### config.mk
export PLATFORM = sky130hd
export DESIGN_NAME = dff_pipe
export DESIGN_NICKNAME = d
export VERILOG_FILES = /design/src/rtl/dff_pipe_pkg.sv /design/src/rtl/dff_pipe_stage.sv /design/src/rtl/dff_pipe.sv
export SDC_FILE = /design/constraint.sdc
export NUM_CORES = 1
export LEC_CHECK = 0
export ABC_CLOCK_PERIOD_IN_PS = 2700
export BUFFER_PORTS_ARGS = -buffer_cell sky130_fd_sc_hd__buf_2
export CAP_MARGIN = 30
export CORE_ASPECT_RATIO = 0.6
export CORE_UTILIZATION = 33
export CTS_BUF_LIST = sky130_fd_sc_hd__clkbuf_4
export CTS_CLUSTER_DIAMETER = 60
export DETAILED_ROUTE_END_ITERATION = 10
export GPL_TIMING_DRIVEN = 0
export PLACE_DENSITY = 0.52
export SLEW_MARGIN = 5
export SYNTH_ARGS = -nofsm -noshare
export SYNTH_HDL_FRONTEND = slang
export SYNTH_SLANG_ARGS = --single-unit
### constraint.sdc
create_clock -name clk -period 2.7 [get_ports clk]
set_input_delay 0 -clock clk [delete_from_list [all_inputs] [get_ports clk]]
set_output_delay 0 -clock clk [all_outputs]
set_load 0.005 [all_outputs]
### src/rtl/dff_pipe_pkg.sv
// Shared definitions for the elastic register pipeline.
// Default geometry and the per-stage control bundle.
package dff_pipe_pkg;

    localparam int DFF_PIPE_DEF_WIDTH = 8;
    localparam int DFF_PIPE_DEF_DEPTH = 3;

    typedef struct packed {
        logic load;
        logic clr;
    } stage_ctl_t;

endpackage

### src/rtl/dff_pipe_stage.sv
// One pipeline slice: a data register plus its valid flop.
// Data only moves when a valid word arrives, so bubbles never overwrite held data.
module dff_pipe_stage
    import dff_pipe_pkg::*;
#(
    parameter int               WIDTH   = DFF_PIPE_DEF_WIDTH,
    parameter logic [WIDTH-1:0] RST_VAL = '0
) (
    input  logic             clk,
    input  logic             rst,
    input  stage_ctl_t       ctl,
    input  logic             d_valid,
    input  logic [WIDTH-1:0] d_data,
    output logic             q_valid,
    output logic [WIDTH-1:0] q_data
);

    always_ff @(posedge clk or posedge rst) begin
        if (rst) begin
            q_valid <= 1'b0;
            q_data  <= RST_VAL;
        end else if (ctl.clr) begin
            // Flush drops the word but leaves the data register as it was.
            q_valid <= 1'b0;
        end else if (ctl.load) begin
            q_valid <= d_valid;
            if (d_valid) begin
                q_data <= d_data;
            end
        end
    end

endmodule

### src/rtl/dff_pipe.sv
// Elastic DEPTH-stage register pipeline with per-stage valid and ready/valid backpressure.
// Ready ripples from the output back to the input so bubbles collapse under a stall.
module dff_pipe
    import dff_pipe_pkg::*;
#(
    parameter int               WIDTH   = DFF_PIPE_DEF_WIDTH,
    parameter int               DEPTH   = DFF_PIPE_DEF_DEPTH,
    parameter logic [WIDTH-1:0] RST_VAL = '0,
    localparam int              CW      = $clog2(DEPTH + 1)
) (
    input  logic             clk,
    input  logic             rst,
    input  logic             clr,
    input  logic             in_valid,
    output logic             in_ready,
    input  logic [WIDTH-1:0] in_data,
    output logic             out_valid,
    input  logic             out_ready,
    output logic [WIDTH-1:0] out_data,
    output logic [CW-1:0]    count
);

    logic [DEPTH-1:0] v;
    logic [WIDTH-1:0] data [DEPTH];
    logic [DEPTH:0]   rdy;
    logic [CW-1:0]    count_c;

    // A stage can take a word if it is empty or its successor is taking its word.
    always_comb begin
        rdy        = '0;
        rdy[DEPTH] = out_ready;
        for (int i = DEPTH - 1; i >= 0; i--) begin
            rdy[i] = !v[i] | rdy[i+1];
        end
    end

    for (genvar i = 0; i < DEPTH; i++) begin : g_stage
        logic             stg_valid;
        logic [WIDTH-1:0] stg_data;
        stage_ctl_t       stg_ctl;

        if (i == 0) begin : g_head
            assign stg_valid = in_valid;
            assign stg_data  = in_data;
        end else begin : g_body
            assign stg_valid = v[i-1];
            assign stg_data  = data[i-1];
        end

        assign stg_ctl.load = rdy[i];
        assign stg_ctl.clr  = clr;

        dff_pipe_stage #(
            .WIDTH   (WIDTH),
            .RST_VAL (RST_VAL)
        ) u_stage (
            .clk     (clk),
            .rst     (rst),
            .ctl     (stg_ctl),
            .d_valid (stg_valid),
            .d_data  (stg_data),
            .q_valid (v[i]),
            .q_data  (data[i])
        );
    end

    always_comb begin
        count_c = '0;
        for (int i = 0; i < DEPTH; i++) begin
            count_c = count_c + CW'(v[i]);
        end
    end

    assign count     = count_c;
    assign in_ready  = rdy[0] & !clr;
    assign out_valid = v[DEPTH-1] & !clr;
    assign out_data  = data[DEPTH-1];

endmodule

### Yosys cells after proc, flatten, opt, wreduce, memory -nomap -nowiden

Index checks and enable logic that the tools add are counted.
Widths: inputs -> output; s select.

* eq/ne operators: 0
* $add $sub $neg: 2
* multiplexer cells: 6
* shifts and indexed selects: 0
* reduce and logical (&&, ||, !) cells: 10
* bitwise gates (word level): 6
* multipliers: 0
* magnitude comparators: 0
* div/mod/pow operators: 0

Operators by type and width (count)
* $reduce_and 3->1: 3
* $mux 1: 6
* $reduce_bool 2->1: 3
* $logic_not 1->1: 4
* $or 1x1->1: 3
* $add 1x1->2: 1
* $add 2x1->2: 1
* $and 1x1->1: 2
* $not 1->1: 1

* bits in registers: 27
* memories: 0
* bits in writable memories: 0
* input bits: 13
* word-level logic and storage cells: 30
* bits in latches: 0
* bits in read-only memories: 0

### Depth between registers and ports, before layout

* word-level depth: 6
* depth in mapped cells: 4
* mapped depth without buffers: 3

### Cells and area by module

A second synthesis with hierarchy kept.

* cells, all modules: 70
* area, all modules: 1117.3 um^2

By module, submodules not included
* dff_pipe_stage: cells each 21, sequential area each 225.2 um^2, area an instance 352.8 um^2, times used 3
* dff_pipe: cells each 7, sequential area each 0.0 um^2, area an instance 58.8 um^2, times used 1

### Worst setup path after synthesis

Ideal clock, no wire load.

* kind: register -> register
* start point: reg g_stage[2].u_stage.q_valid
* end point: reg g_stage[2].u_stage.q_data[0]
* arrival: 1.309 ns
* stages on the path, launching flop included: 5
* buffers on the path: 1
* setup slack: 1.266 ns
* path through: dfrtp_1 -> nor2b_4 -> or3b_1 -> buf_6 -> mux2_4

* word-level cells in the longest chain between the ends: 3

Ends and longest elaborated chain
* from (decl): RTL line dff_pipe_stage.sv:14 `output logic q_valid,`
* from (signal assigned): RTL line dff_pipe_stage.sv:26 `q_valid <= d_valid;`
* $logic_not 1->1: RTL line dff_pipe.sv:33 `rdy[i] = !v[i] | rdy[i+1];`
* $or 1x1->1: RTL line dff_pipe.sv:33
* $reduce_and 3->1 (no source line)
* to (signal assigned): RTL line dff_pipe_stage.sv:28 `q_data <= d_data;`
* to (decl): RTL line dff_pipe_stage.sv:15 `output logic [WIDTH-1:0] q_data`

Every way passes these cells.
A chain may end at the register's enable or synchronous reset.

### Final worst setup path

Same ends and word-level chain as after synthesis.

==> results.md <==
* Setup tns final at 0 ns
* Fin nets at about 130
* Int Power at approximately 760 uW
* CTS tree: built
* CP Capture Type: flop
* Share of cells above drive strength 1 at around 52%
* Max cap viols at 0
* Die X at around 78 um
* Avg WL per Cell at between 10 and 15 um
* Vias in the first global route at about 600
* Seq pwr share at 56.3%
* Gpl congestion at a little over 0.7
* Max Slew Vio Count at 0
* Final period util at between 50 and 60%
* Clock power frac at a little under a fifth
* CTS sink cnt at 27
* Initial DRC count at 7
* GRT busiest layer: met1
* Met1 Use GR at 17.44%
* Leakage at roughly 0.00076 uW
* Layout area overhead at 31.60%
* RSZ-0062 raised after global routing: false
* Setup WS post-layout at ~1.2 ns
* Mapped Nets at 84
* First-pass GRT wire length at a little over 3000 um
* I/O Buffers at 24
* Pwr dens at about 660 nW/um2
* Share of the synthesized area in the top cell type at roughly three fifths
* Most frequent cells in the layout: 27 x dfrtp_1, 24 x buf_2, 16 x mux2_4
* Mapped Area at approximately 1200 um2
* Post-layout util at between 40% and 50%
* Fin. Hold Viols at 0
* Outcome: finished, final reports clean
* Placed instance area at about 1400 um2
* Reg clk slew, reported paths at about 0.13 ns
* Syn_area_per_cell at between 15 and 20 um2
* Initial Util at around a third
* Final setup viols at 0
* Critical path class: reg2reg
* R2R depth at 4
* Die outline area at approximately 3700 um2
* CTS root buf: clkbuf_4
* Gr usage total at 11.89%
* Height of the die at around 48 um
* Clock Tree Buf Depth at 2
* Num ports at 25
* Post-CTS resize count at 0
* Switching share of power at 24.47%
* Worst-path cell chain: nor2b_4 > or3b_1 > buf_6 > mux2_4
* F_max at approximately 670 MHz
* Core Footprint at 3303 um2
* DRC errors left at 0
* Max-slew headroom at between 60% and 70%
* Worst Hold Class: in2async
* Via count at about 670
* Largest cells by area after synthesis: dfrtp_1 59%, mux2_4 21%, mux2_2 7.8%, buf_6 2.9%, fa_1 1.7%
* Pre-antenna DRT Iters at 2
* Final instance area at 1516 um2
* Via-to-Cell Ratio at about 4.2
* Yosys reg bits at 27
* HPWL after detailed placement at approximately 1300 um
* Place WS at around 1.2 ns
* Met3 usage at 5.524%
* Critical Path Fanout Max at 8
* Largest net degree at the start of global routing at 19
* CTS HTree Levels at 1
* Routed WL at 1952 um
* Critical Path RT at around 3 ns
* Total CTS buffers at 3
* Slew of the pin with the lowest slew margin at ~0.48 ns
* Placement Rows at 16
* Max VDD drop at around 0.27 mV
* Antenna viol nets, final at 0
* Fin crit period at between 1 and 1.5 ns
* Library cells used by synthesis at 14
* Arrival time worst endpoint at between 1.5 and 2 ns
* Register area share after synthesis at 58.63%
* Commonest non-fill, non-tap cell in the layout: dfrtp_1
* Logic pwr share at about 25%
* Met2 usage at between 10% and 20%
* GRT overflow at 0
* N_diodes at 0
* Cells after Synth at 70
* Synthesis Warnings at 0
* Cell taking the most area after synthesis: dfrtp_1
* Crit-path max cell delay at approximately 0.42 ns
* Skew final at roughly 0.0078 ns
* Initial antenna violation count at 0
* Latest clock arrival within the worst-skew pair at ~0.32 ns
* Critical path's slowest cell: dfrtp_1
* CP startpoint kind: flop
* NetSw at between 200 and 250 uW
## layer usage
layer  up-vias  share of wire [%]  routed length [um]
li1        328                  -                   -
met1       318                 53                1030
met5         -                  0                   0
met3         2                5.3                 103
met2        17                 42                 815
met4         0               0.15                   3
## worst max-delay path: cells and delay by family, from the launching register on
family                 cells  cell delay (ns)
DFF                        1             0.42
muxes                      1             0.30
buffers and inverters      1             0.17
and+or+nand+nor            2             0.51
## power by group through the flow
| stage | logic (uW) | clock network (uW) | registers (uW) |
|---|---|---|---|
| CTS | 258 | 194 | 565 |
| finish | 254 | 183 | 564 |
| floorplan | 155 | 0 | 566 |
| global route | 281 | 213 | 577 |
| detailed placement | 245 | 0 | 572 |
| global placement | 234 | 0 | 568 |
## state kept, by name (all words and copies together), names as in the netlist
register	flops
g_stage.u_stage.q_valid	3
g_stage.u_stage.q_data	24
## stage by stage
stage / hold slack (ns) / cells / power, uW
final: 0.2171 / 157 / 1001
after global routing: 0.2525 / 157 / 1070
after CTS: 0.2168 / 157 / 1017
after detailed placement: 0.03485 / 140 / 816.6
after global placement: 0.2320 / 139 / 802.2
after floorplan: 0.02780 / 70 / 720.5
## what timing repair did
item,4_1_cts,5_1_grt
hold endpoints to repair,25,0
hold buffers,13,0
setup buffers,0,0
## synth_stat cells
| library cell | instances |
|---|---|
| buf_6 | 3 |
| mux2_4 | 16 |
| mux2_2 | 8 |
| a211o_2 | 1 |
| nor2b_4 | 1 |
| nor2_1 | 4 |
| a31oi_1 | 2 |
| a21oi_1 | 1 |
| or3b_1 | 1 |
| a311o_1 | 1 |
| fa_1 | 1 |
| nor2b_1 | 1 |
| dfrtp_1 | 27 |
| inv_1 | 3 |
## area by class of cell
type | count | area (um2)
Fill cell | 298 | 1787
Sequential cell | 27 | 675.6
Multi-Input combinational cell | 37 | 431.7
Timing Repair Buffer | 38 | 277.8
Tap cell | 45 | 56.30
Buffer | 3 | 33.78
Clock buffer | 4 | 30.03
Inverter | 3 | 11.26
## path summary, 6_finish.rpt
path	startpoint	endpoint	slack, ns
worst max-delay path	g_stage[2].u_stage.q_valid	g_stage[2].u_stage.q_data[0]	1.20
worst min-delay path	rst	g_stage[1].u_stage.q_data[0]	0.22
worst max register to register	g_stage[2].u_stage.q_valid	g_stage[2].u_stage.q_data[0]	1.20
worst min register to register	g_stage[1].u_stage.q_data[2]	g_stage[2].u_stage.q_data[2]	0.51
max in group asynchronous	rst	g_stage[1].u_stage.q_valid	2.04
min in group clk	in_data[1]	g_stage[0].u_stage.q_data[1]	0.43
## cells by family (layout without fill, tap and decap cells)
| family | count (synthesis) | after routing | synth area share, % |
|---|---|---|---|
| buffers and inverters | 6 | 48 | 3.909 |
| AO/OA/AOI/OAI | 5 | 5 | 3.257 |
| AND/OR/NAND/NOR | 7 | 7 | 3.800 |
| adder cells (fa/ha/maj) | 1 | 1 | 1.737 |
| flip-flops | 27 | 27 | 58.63 |
| multiplexers | 24 | 24 | 28.66 |
(Power assumes the default switching activity.)
